===== src/rtl/j_fetch_engine.sv =====
// rtl/j_fetch_engine.sv - credit-based coupling fetch engine feeding per-SPU FWFT FIFOs
module j_fetch_engine #(
  parameter int NCH   = 4,
  parameter int JW    = 4,
  parameter int DEPTH = 16,
  parameter int RW    = 16,
  parameter int LW    = 16,
  localparam int CHW  = (NCH > 1) ? $clog2(NCH) : 1
) (
  input  logic              clk,
  input  logic              rst,
  input  logic              flush,
  input  logic              cmd_valid,
  output logic              cmd_ready,
  input  logic [CHW-1:0]    cmd_ch,
  input  logic              cmd_bcast,
  input  logic [RW-1:0]     cmd_row,
  input  logic [RW-1:0]     cmd_col,
  input  logic [LW-1:0]     cmd_len,
  output logic              mem_rd_en,
  output logic [RW-1:0]     mem_row,
  output logic [RW-1:0]     mem_col,
  input  logic [JW-1:0]     mem_data,
  input  logic [NCH-1:0]    spu_rd_en,
  output logic [NCH*JW-1:0] spu_j,
  output logic [NCH-1:0]    spu_empty,
  output logic              busy,
  output logic              done
);

  localparam int AW = $clog2(DEPTH);
  localparam int CW = AW + 1;

  typedef enum logic [1:0] {
    S_IDLE,
    S_FETCH,
    S_DRAIN,
    S_DONE
  } state_t;

  state_t state_q;
  state_t state_d;

  // Latched command; col_q doubles as the running read address.
  logic [RW-1:0]  row_q;
  logic [RW-1:0]  col_q;
  logic [LW-1:0]  rem_q;
  logic [CHW-1:0] ch_q;
  logic           bcast_q;

  // The read issued last cycle, whose data arrives on mem_data this cycle.
  logic           rd_q;
  logic [CHW-1:0] rd_ch_q;
  logic           rd_bcast_q;

  logic           accept;
  logic           credit_ok;
  logic [NCH-1:0] tgt;
  logic [NCH-1:0] credit;
  logic [NCH-1:0] push;
  logic [NCH-1:0] pop;

  assign mem_row = row_q;
  assign mem_col = col_q;

  // Credit for the current command: every channel when broadcasting, else the target channel.
  always_comb begin
    credit_ok = 1'b0;
    if (bcast_q) begin
      credit_ok = &credit;
    end else begin
      for (int c = 0; c < NCH; c++) begin
        if (ch_q == CHW'(c)) begin
          credit_ok = credit[c];
        end
      end
    end
  end

  // FSM state register.
  always_ff @(posedge clk or posedge rst) begin
    if (rst) begin
      state_q <= S_IDLE;
    end else begin
      state_q <= state_d;
    end
  end

  // FSM next state and control outputs; flush overrides every transition and strobe.
  always_comb begin
    state_d   = state_q;
    cmd_ready = 1'b0;
    accept    = 1'b0;
    mem_rd_en = 1'b0;
    done      = 1'b0;
    busy      = (state_q != S_IDLE);
    case (state_q)
      S_IDLE: begin
        cmd_ready = ~flush;
        if (cmd_valid && !flush) begin
          accept  = 1'b1;
          state_d = (cmd_len == '0) ? S_DONE : S_FETCH;
        end
      end
      S_FETCH: begin
        if (credit_ok && !flush) begin
          mem_rd_en = 1'b1;
          if (rem_q == LW'(1)) begin
            state_d = S_DRAIN;
          end
        end
      end
      S_DRAIN: begin
        state_d = S_DONE;
      end
      S_DONE: begin
        done    = ~flush;
        state_d = S_IDLE;
      end
      default: begin
        state_d = S_IDLE;
      end
    endcase
    if (flush) begin
      state_d = S_IDLE;
    end
  end

  // Command latch, address/remaining counters and the one-deep in-flight read record.
  always_ff @(posedge clk or posedge rst) begin
    if (rst) begin
      row_q      <= '0;
      col_q      <= '0;
      rem_q      <= '0;
      ch_q       <= '0;
      bcast_q    <= 1'b0;
      rd_q       <= 1'b0;
      rd_ch_q    <= '0;
      rd_bcast_q <= 1'b0;
    end else if (flush) begin
      rd_q       <= 1'b0;
    end else begin
      if (accept) begin
        row_q   <= cmd_row;
        col_q   <= cmd_col;
        rem_q   <= cmd_len;
        ch_q    <= cmd_ch;
        bcast_q <= cmd_bcast;
      end else if (mem_rd_en) begin
        col_q   <= col_q + RW'(1);
        rem_q   <= rem_q - LW'(1);
      end
      rd_q       <= mem_rd_en;
      rd_ch_q    <= ch_q;
      rd_bcast_q <= bcast_q;
    end
  end

  for (genvar c = 0; c < NCH; c++) begin : g_ch
    logic [JW-1:0] store [DEPTH];
    logic [AW-1:0] wp_q;
    logic [AW-1:0] rp_q;
    logic [CW-1:0] count_q;
    logic [CW:0]   occ;

    // The in-flight read is counted against this channel before it lands, so a
    // FIFO can never be offered more words than it has room for.
    assign tgt[c]    = rd_bcast_q | (rd_ch_q == CHW'(c));
    assign occ       = {1'b0, count_q} + {{CW{1'b0}}, rd_q & tgt[c]};
    assign credit[c] = (occ < (CW+1)'(DEPTH));
    assign push[c]   = rd_q & tgt[c] & ~flush;
    assign pop[c]    = spu_rd_en[c] & (count_q != '0) & ~flush;

    // Pointer and occupancy bookkeeping; a pop on an empty FIFO is masked above.
    always_ff @(posedge clk or posedge rst) begin
      if (rst) begin
        wp_q    <= '0;
        rp_q    <= '0;
        count_q <= '0;
      end else if (flush) begin
        wp_q    <= '0;
        rp_q    <= '0;
        count_q <= '0;
      end else begin
        if (push[c]) begin
          wp_q <= wp_q + AW'(1);
        end
        if (pop[c]) begin
          rp_q <= rp_q + AW'(1);
        end
        if (push[c] && !pop[c]) begin
          count_q <= count_q + CW'(1);
        end else if (!push[c] && pop[c]) begin
          count_q <= count_q - CW'(1);
        end
      end
    end

    // Storage array; contents are don't-care whenever count_q says so.
    always_ff @(posedge clk) begin
      if (push[c]) begin
        store[wp_q] <= mem_data;
      end
    end

    assign spu_empty[c]      = (count_q == '0);
    assign spu_j[c*JW +: JW] = (count_q != '0) ? store[rp_q] : '0;
  end

endmodule


===== config.mk =====
export PLATFORM = sky130hd
export DESIGN_NAME = j_fetch_engine
export DESIGN_NICKNAME = d
export VERILOG_FILES = /design/src/rtl/j_fetch_engine.sv
export SDC_FILE = /design/constraint.sdc
export NUM_CORES = 1
export LEC_CHECK = 0
export CAP_MARGIN = 20
export CORE_ASPECT_RATIO = 2
export CORE_MARGIN = 2
export CORE_UTILIZATION = 59
export CTS_CLUSTER_SIZE = 20
export DETAILED_ROUTE_END_ITERATION = 16
export PLACE_DENSITY_LB_ADDON = 0.15
export SKIP_CTS_REPAIR_TIMING = 1
export SYNTH_ARGS = -nofsm -noshare
export SYNTH_HDL_FRONTEND = slang
export SYNTH_SLANG_ARGS = --single-unit

===== constraint.sdc =====
create_clock -name clk -period 9.1 [get_ports clk]
set_input_delay 1.82 -clock clk [delete_from_list [all_inputs] [get_ports clk]]
set_output_delay 1.82 -clock clk [all_outputs]
set_load 0.02 [all_outputs]

==> results.json <==
{
  "worstPathArrival_ps": 4070,
  "clk_path_buf_depth": 3,
  "combPwrFrac": 0.324,
  "finalSetupViolations": 0,
  "start_util": 0.595,
  "std_cell_rows": 86,
  "layout-drive-gt1-share": 0.120,
  "gp_congestion": 0.836,
  "p_seq_frac": 0.430,
  "worstHoldPathCells": 2,
  "synth_compound_area_frac": 0.0441,
  "switching_share": 0.322,
  "die_area_sq_um": 29100,
  "max_freq_mhz": 170,
  "period_share": 0.647,
  "worstSetupEndpointType": "output port",
  "synth_top_family_by_area": "multiplexers",
  "synth_top_area_frac": 0.471,
  "internal_power_mw": 3.46,
  "core_sq_um": 27400,
  "synthFlopType": "edfxtp_1",
  "final_common_cell": "edfxtp_1",
  "synthMuxAreaShare": 0.119,
  "rsz0062_at_grt": "no",
  "outcome": "complete, no violations",
  "syn_nets": 1252,
  "synth_largest_area_cell": "edfxtp_1",
  "synthSimpleGateAreaFrac": 0.118,
  "cp.required_ps": 7280,
  "slew_violations": 0,
  "dpl_cell_area_sq_um": 17800,
  "wl_microns": 33600,
  "ys_seq_elements": 365,
  "power_mw": 5.10,
  "die_x_microns": 122,
  "max-vdd-ir-drop_mv": 0.178,
  "synth.area.top_cells": "edfxtp_1, dfrtp_1, mux4_2, nor2_1, ha_1",
  "tritoncts": "built",
  "fin_setup_tns_ps": 0,
  "hpwl_microns": 23100,
  "reg2regPathDepth": 11,
  "boundaryPins": 119,
  "synth-seq-area-share": 0.638,
  "power_density_nw_per_um2": 270,
  "routedWlPerCell_microns": 20.6,
  "root_buffer": "clkbuf_16",
  "antenna_cells": 0,
  "track_usage": 0.237,
  "path_class": "input port to output port",
  "grt_pass1_vias": 9879,
  "antenna_found_initial": 0,
  "grt-ovfl-total": 0,
  "area_growth_pct": 15.9,
  "drc": 0,
  "fin_area_sq_um": 18900,
  "mostFrequentLayoutCells": "edfxtp_1, nor2_1, nand2_1, clkdlybuf4s50_1, dfrtp_1",
  "maxSlewHeadroom": 0.198,
  "hp-class": "flop to flop",
  "drt_first_pass_iters": 6,
  "syn-mean-instance-area_sq_um": 14.3,
  "hold_violations": 0,
  "synth-xor-area-share": 0.0273,
  "ant_nets": 0,
  "postSynth.asyncResetShare": 0.299,
  "cts_made_buffers": 30,
  "worst_slew_pin_slew_ps": 1190,
  "fp.dieH_microns": 239,
  "via_per_inst": 5.97,
  "hold_slack_ps": 476,
  "final_nets": 1362,
  "p_sw_mw": 1.64,
  "startpoint_type": "input port",
  "clk-insertion-delay-late_ps": 560,
  "clkPwrFrac": 0.246,
  "synthAdderAreaFrac": 0.0348,
  "netlist_instances": 1146,
  "syn-cell-area_sq_um": 16300,
  "grt_max_degree": 78,
  "first_iter_violations": 493,
  "vias": 9751,
  "p_leak_nw": 6.59,
  "cp_max_fo": 17,
  "htreeDepth": 1,
  "clk_pin_slew_worst_paths_ps": 70,
  "skew_ps": 8.44,
  "maxCapViolCount": 0,
  "io_buffer_count": 118,
  "synth_enable_flop_cells": 256,
  "synth_cell_types": 59,
  "fin_crit_ps": 5890,
  "ys_warn_count": 0,
  "cts.sinks": 365,
  "grt_pass1_wl_microns": 52900
}
==> state kept, by name, indices dropped and copies added, names as in the netlist <==
name          count
bcast_q           1
g_ch.wp_q        16
g_ch.count_q     20
rd_bcast_q        1
state_q           2
rd_ch_q           2
ch_q              2
mem_col          16
g_ch.rp_q        16
g_ch.store      256
rd_q              1
rem_q            16
mem_row          16
==> worst paths after layout <==
check	start	end	slack, ps
min reg2reg	mem_row[0]	mem_row[0]	480
max reg2reg	g_ch[1].count_q[0]	g_ch[1].count_q[4]	5460
min	mem_row[0]	mem_row[0]	480
min in group asynchronous	rst	mem_row[7]	1620
max	flush	mem_rd_en	3210
max in group asynchronous	rst	g_ch[0].rp_q[0]	6540
==> cell families after synthesis <==
| group | Yosys count |
|---|---|
| and+or+nand+nor | 410 |
| DFF | 365 |
| AOI/OAI and AO/OA | 110 |
| muxes | 94 |
| buffers and inverters | 74 |
| xor gates and xnor gates | 50 |
| adders and majority gates | 43 |
==> metrics by stage <==
| step | worst slack (ps) | utilization | std cells |
|---|---|---|---|
| after floorplan | 4400 | - | 1146 |
| after global placement | 3340 | 0.647 | 1566 |
| after detailed placement | 3240 | 0.648 | 1568 |
| after CTS | 3220 | 0.683 | 1624 |
| after global routing | 3060 | 0.690 | 1632 |
| final | 3210 | 0.690 | 1632 |
==> cells in the mapped netlist, types with 6 or more instances <==
master / count
nand4_1: 14
inv_1: 20
dfrtp_1: 109
nor2b_1: 25
edfxtp_1: 256
o21ai_0: 20
nand2_1: 120
mux4_2: 80
a31oi_1: 20
nor4_1: 14
nand3b_1: 6
xnor2_1: 31
a21o_1: 13
clkbuf_1: 40
o41ai_1: 6
or4_1: 14
nand3_1: 10
nor2_1: 148
buf_2: 6
or3_1: 17
nor3_1: 12
ha_1: 39
a21oi_1: 20
o31ai_1: 7
mux2i_1: 11
xor2_1: 18
==> final cells by class <==
cell class                 count  area [sq um]
clock inverter                16           123
timing repair buffer         132          1420
tap                          352           440
clock buffer                  40           830
sequential                   365         10400
fill                        1913          8510
multi-input combinational    707          5620
inverter                      20          77.6
==> power by group through the flow <==
stage	combinational (mW)	clock [mW]	sequential, mW
after floorplan	1.05	0	2.21
after global placement	1.52	0	2.27
after detailed placement	1.58	0	2.26
after CTS	1.59	1.28	2.23
after global routing	1.79	1.33	2.22
final	1.65	1.26	2.19
==> metal layers <==
metal | wire [microns] | GRT usage | vias up
li1 | - | - | 4510
met1 | 11900 | 0.269 | 4963
met2 | 19800 | 0.464 | 225
met3 | 1070 | 0.0205 | 53
met4 | 818 | 0.0683 | 0
met5 | 0 | 0 | -
==> critical path: stages <==
cell and delay [ps]:
buf_2 220, nor2b_1 460, o221ai_1 330, nor3_2 510, clkdlybuf4s50_1 720
Power figures use the tool's default switching activity.
